File: config.mk
export PLATFORM = sky130hd
export DESIGN_NAME = router_egress_flat
export DESIGN_NICKNAME = d
export VERILOG_FILES = /design/src/rtl/router_egress_if.sv /design/src/rtl/router_egress.sv /design/src/flat_wrapper.sv
export SDC_FILE = /design/constraint.sdc
export NUM_CORES = 1
export LEC_CHECK = 0
export ABC_AREA = 1
export BUFFER_PORTS_ARGS = -buffer_cell sky130_fd_sc_hd__buf_2
export CAP_MARGIN = 5
export CELL_PAD_IN_SITES_DETAIL_PLACEMENT = 1
export CELL_PAD_IN_SITES_GLOBAL_PLACEMENT = 2
export CORE_ASPECT_RATIO = 1.25
export CORE_UTILIZATION = 27
export DETAILED_ROUTE_END_ITERATION = 6
export GPL_TIMING_DRIVEN = 1
export PLACE_DENSITY = 0.75
export SETUP_SLACK_MARGIN = 0.02
export SYNTH_ARGS = -nofsm -noshare
export SYNTH_HDL_FRONTEND = slang
export SYNTH_SLANG_ARGS = --single-unit
File: constraint.sdc
create_clock -name clk -period 2.2 [get_ports clk]
set_input_delay 0.44 -clock clk [delete_from_list [all_inputs] [get_ports clk]]
set_output_delay 0.44 -clock clk [all_outputs]
set_load 0.02 [all_outputs]
File: src/rtl/router_egress_if.sv
// Bundle of FIFO-side and pin-side signals for the egress serializer.
// Handshake: a beat moves on any rising edge where out_vld && out_rdy; out_vld never waits on out_rdy.
interface router_egress_if #(
  parameter int WIDTH     = 64,
  parameter int OUT_WIDTH = 16
);
  logic                 empty;
  logic [WIDTH-1:0]     data_in;
  logic                 pop;
  logic                 out_vld;
  logic                 out_rdy;
  logic [OUT_WIDTH-1:0] out_data;
  logic                 out_first;
  logic                 out_last;
  logic                 out_par;

  modport master (
    output empty, data_in, out_rdy,
    input  pop, out_vld, out_data, out_first, out_last, out_par
  );

  modport slave (
    input  empty, data_in, out_rdy,
    output pop, out_vld, out_data, out_first, out_last, out_par
  );
endinterface

File: src/rtl/router_egress.sv
// Pops 64-bit words from a first-word-fall-through FIFO and streams them as
// LSB-first beats with first/last markers, even parity and a sent-word counter.
module router_egress #(
  parameter int WIDTH     = 64,
  parameter int OUT_WIDTH = 16
) (
  input  logic          clk,
  input  logic          reset,
  router_egress_if.slave bus,
  output logic [15:0]   word_cnt,
  output logic          idle
);
  localparam int BEATS = WIDTH / OUT_WIDTH;
  localparam int BW    = (BEATS > 1) ? $clog2(BEATS) : 1;
  localparam logic [BW-1:0] LAST = BW'(BEATS - 1);

  typedef enum logic {IDLE, SEND} state_t;

  state_t               state, state_d;
  logic [WIDTH-1:0]     shreg, shreg_d;
  logic [BW-1:0]        beat, beat_d;
  logic [15:0]          cnt_q, cnt_d;
  logic                 xfer;
  logic                 last_beat;
  logic                 pop_i;
  logic [OUT_WIDTH-1:0] slice;

  always_ff @(posedge clk) begin
    if (reset) begin
      state <= IDLE;
      shreg <= '0;
      beat  <= '0;
      cnt_q <= '0;
    end else begin
      state <= state_d;
      shreg <= shreg_d;
      beat  <= beat_d;
      cnt_q <= cnt_d;
    end
  end

  // Popping on the last accepted beat reloads the register in the same edge,
  // so consecutive words leave no gap in out_vld.
  always_comb begin
    last_beat = (beat == LAST);
    xfer      = (state == SEND) && bus.out_rdy;
    pop_i     = !reset && !bus.empty && ((state == IDLE) || (xfer && last_beat));
    state_d   = state;
    shreg_d   = shreg;
    beat_d    = beat;
    cnt_d     = cnt_q;
    case (state)
      IDLE: begin
        if (pop_i) begin
          shreg_d = bus.data_in;
          beat_d  = '0;
          state_d = SEND;
        end
      end
      SEND: begin
        if (xfer) begin
          if (!last_beat) begin
            beat_d = beat + 1'b1;
          end else begin
            cnt_d = cnt_q + 16'd1;
            if (pop_i) begin
              shreg_d = bus.data_in;
              beat_d  = '0;
            end else begin
              state_d = IDLE;
            end
          end
        end
      end
      default: state_d = IDLE;
    endcase
  end

  always_comb begin
    slice = '0;
    if (state == SEND) slice = shreg[int'(beat) * OUT_WIDTH +: OUT_WIDTH];
    bus.pop       = pop_i;
    bus.out_vld   = (state == SEND);
    bus.out_data  = slice;
    bus.out_first = (state == SEND) && (beat == '0);
    bus.out_last  = (state == SEND) && last_beat;
    bus.out_par   = ^slice;
    word_cnt      = cnt_q;
    idle          = (state == IDLE) && bus.empty;
  end
endmodule
File: src/flat_wrapper.sv
// flat-port wrapper written by rule: the top's interface ports become plain ports
module router_egress_flat 
#(
  parameter int WIDTH     = 64,
  parameter int OUT_WIDTH = 16
)
  (clk, reset, word_cnt, idle, bus_empty, bus_data_in, bus_out_rdy, bus_pop, bus_out_vld, bus_out_data, bus_out_first, bus_out_last, bus_out_par);
  router_egress_if #(.WIDTH(WIDTH), .OUT_WIDTH(OUT_WIDTH)) bus_i ();
  input  logic clk;
  input  logic reset;
  output logic [15:0] word_cnt;
  output logic idle;
  input wire logic [$bits(bus_i.empty)-1:0] bus_empty;
  input wire logic [$bits(bus_i.data_in)-1:0] bus_data_in;
  input wire logic [$bits(bus_i.out_rdy)-1:0] bus_out_rdy;
  output wire logic [$bits(bus_i.pop)-1:0] bus_pop;
  output wire logic [$bits(bus_i.out_vld)-1:0] bus_out_vld;
  output wire logic [$bits(bus_i.out_data)-1:0] bus_out_data;
  output wire logic [$bits(bus_i.out_first)-1:0] bus_out_first;
  output wire logic [$bits(bus_i.out_last)-1:0] bus_out_last;
  output wire logic [$bits(bus_i.out_par)-1:0] bus_out_par;
  assign bus_i.empty = bus_empty;
  assign bus_i.data_in = bus_data_in;
  assign bus_i.out_rdy = bus_out_rdy;
  assign bus_pop = bus_i.pop;
  assign bus_out_vld = bus_i.out_vld;
  assign bus_out_data = bus_i.out_data;
  assign bus_out_first = bus_i.out_first;
  assign bus_out_last = bus_i.out_last;
  assign bus_out_par = bus_i.out_par;
  router_egress #(.WIDTH(WIDTH), .OUT_WIDTH(OUT_WIDTH)) u_core (.clk(clk), .reset(reset), .bus(bus_i), .word_cnt(word_cnt), .idle(idle));
endmodule
==> results.txt <==
status: finished with violations
failing checks: negative setup slack
pin count of the biggest net entering global routing: 53
max-cap violations: 0
Die X: 114 um
Multi-input gate area: 2570 um2
startpoint types: flip-flop
clk sink count: 83
Sw Ratio: 28.0%
antenna-violating nets left: 0
initial antenna violation count: 0
Detailed Route Iter0 Violations: 149
Period minus WS final: 2.52 ns
PwrDens: 670 nW/um2
leakage: 0.00310 uW
Comb pwr share: 19.6%
Most common cell on crit path: nand2_1
maximum vdd drop: 0.355 mV
Synth area leader: dfxtp_1
area grow syn2layout: 44.3%
Synth cell types: 27
H-tree depth: 3
Finished Core Util: 40.1%
Flop pwr share: 40.4%
row count: 50
DRC Markers: 0
Clk pwr share: 40.0%
total power: 4070 uW
Clock Latency Late Sink: 0.34 ns
# setup viols final: 6
vias per inst: 4.63
first-pass GRT wire length: 23.0 mm
total grt overflow: 0
Final Wtd Congestion: 0.804
Final period util: 115%
Synth Register Bits: 83
wirelength, routed: 14.7 mm
CP max FO: 6
CP max stage delay: 0.43 ns
Worst setup EP type: primary output
Worst Hold Class: in -> reg
PortBufs: 105
Fin Clk Skew: 0.00594 ns
# nets final: 873
worst-margin pin slew: 0.569 ns
clock buffer depth: 2
RSZ-0062 raised after global routing: yes
Mapped Nets: 747
drt pass-1 iters: 4
HPWL Detailed: 10.4 mm
Max Fclk: 396 MHz
worst setup margin: -0.325 ns
Netlist Area Pre-Place: 4210 um2
clock-pin slew on the worst setup and hold paths: 0.06 ns
Die ar.: 16100 um2
Synth top area share: 39.5%
FF+latch area: 1670 um2
Ys Warns: 0
sequential share of the synthesized area: 39.5%
Total Routing Usage GR: 18.3%
NetSw: 1140 uW
main area contributors after synthesis: dfxtp_1 39%, nand2_1 29%, nand3_1 13%
total number of vias: 4696
Worst Path Arrival: 2.08 ns
CTS buffer count: 9
Post-Synthesis Cells: 676
Critical Path RT: 1.76 ns
IO Count: 106
Slew HR: 62.0%
post-synthesis area per instance: 6.23 um2
Die Y: 142 um
worst-path cell chain: clkinv_8 -> buf_12 -> nand2_1 -> nand3_1 -> nand2_2 -> nor2_2 -> nand2_1 -> nand2_1 -> nand2_1 -> nand2_2 -> inv_1 -> nand2_2 -> nand2_1 -> nand2_1 -> nand2_1 -> buf_6
final hold viol count: 0
internal power: 2930 uW
critical path class: reg -> out
vias in the first global route: 4683
fin. max-slew vios: 0
WL per Instance: 14.5 um
share of cells above drive strength 1: 32.9%
Core ar.: 15100 um2
CTS tree: yes
critical path's slowest cell: dfxtp_4
fill count: 1962
root buffer cell: clkbuf_16
ANT cells: 0
initial core utilization: 27.8%
-- routing by layer --
layer	global-route usage, %	vias to the layer above	share of wire [%]
met1	21.9	2232	43
met2	32.9	76	52
met4	6.86	0	2.0
li1	-	2372	-
met5	0	-	0
met3	2.78	16	3.3
-- final cells by class --
class,count,area share (%)
Tap cell,208,4.28
Clock buffer,13,4.12
Timing Repair Buffer,149,17.6
Multi-Input combinational cell,509,42.2
Clock inverter,2,0.988
Inverter,50,3.38
Sequential cell,83,27.4
-- cell usage in the layout, fill, tap and decap left out, types with 3 or more instances in the layout --
cell | Yosys | routed
nand2_1 | 321 | 277
buf_2 | 13 | 98
dfxtp_1 | 83 | 81
nand3_1 | 108 | 76
inv_1 | 46 | 45
nand2_2 | 1 | 40
nand3_2 | 2 | 31
buf_4 | 3 | 29
o21ai_0 | 20 | 18
nor2_1 | 27 | 17
a21oi_1 | 12 | 12
buf_6 | 3 | 11
clkbuf_16 | 0 | 10
nor2_2 | 3 | 8
nor2_4 | 2 | 7
buf_12 | 0 | 7
nand2_4 | 0 | 5
nand3_4 | 0 | 3
clkbuf_1 | 15 | 3
-- synth_stat cells --
master / n
a211oi_1: 1
a21oi_1: 12
a221oi_1: 1
a31o_2: 1
a31oi_1: 1
and3_1: 1
buf_2: 13
buf_4: 3
buf_6: 3
clkbuf_1: 15
dfxtp_1: 83
ha_1: 3
inv_1: 46
inv_2: 3
inv_4: 1
nand2_1: 321
nand2_2: 1
nand3_1: 108
nand3_2: 2
nand4_1: 1
nor2_1: 27
nor2_2: 3
nor2_4: 2
nor3_1: 2
o21a_1: 1
o21ai_0: 20
xor2_1: 1
-- kinds of logic (layout without fill, tap and decap cells) --
group           Yosys count  count (layout)  synth area share [%]
fa+ha+maj                 3               3                 0.891
simple gates            468             468                  46.0
xor+xnor                  1               1                 0.208
compound gates           37              37                  4.72
flops                    83              83                  39.5
buf+inv                  84             214                  8.73
-- through the flow --
step	std cells	setup WS [ns]	cell area [um2]	setup TNS (ns)	hold slack (ns)
after floorplan	676	0.0459	4210	0	0.445
after global placement	980	-0.111	5080	-0.111	0.446
after detailed placement	980	-0.201	5080	-0.201	0.462
after CTS	1004	-0.286	5680	-0.286	0.286
after global routing	1014	-0.469	6080	-1.31	0.291
final	1014	-0.325	6080	-0.481	0.293
-- path summary, 6_finish.rpt --
| kind | startpoint | to | slack, ns | cells after the start |
|---|---|---|---|---|
| hold reg to reg | u_core.shreg[33] | u_core.shreg[33] | 0.47 | 2 |
| setup / recovery | u_core.beat[0] | bus_out_par | -0.32 | 16 |
| setup reg to reg | u_core.beat[0] | u_core.word_cnt[15] | -0.01 | 16 |
| hold / removal | bus_data_in[13] | u_core.shreg[13] | 0.29 | 3 |
-- power groups by stage --
stage | sequential [uW] | combinational [uW] | clock (uW)
2_1_floorplan | 1650 | 410 | 0
3_3_place_gp | 1670 | 635 | 0
3_5_place_dp | 1670 | 650 | 0
4_1_cts | 1640 | 726 | 1680
5_1_grt | 1650 | 889 | 1740
6_report | 1640 | 799 | 1630
-- what timing repair did --
action / in CTS / in global routing
setup endpoints to repair: 9 / 12
buffers inserted: 7 / 9
endpoints found under the hold margin: 0 / 0
resized for setup: 53 / 86
cloned: 2 / 1
hold buffers: 0 / 0
pin swaps: 11 / 26
-- critical path: cells and delay by family, from the launching register on --
kind / cells / cell delay, ns
buffers and inverters: 4 / 0.43
and+or+nand+nor: 12 / 0.87
DFF: 1 / 0.43
-- sequential cells by signal (all words and copies together), names as in the netlist --
name,flops
u_core.bus.out_vld,1
u_core.shreg,64
u_core.beat,2
u_core.word_cnt,16
Power figures use the tool's default switching activity.
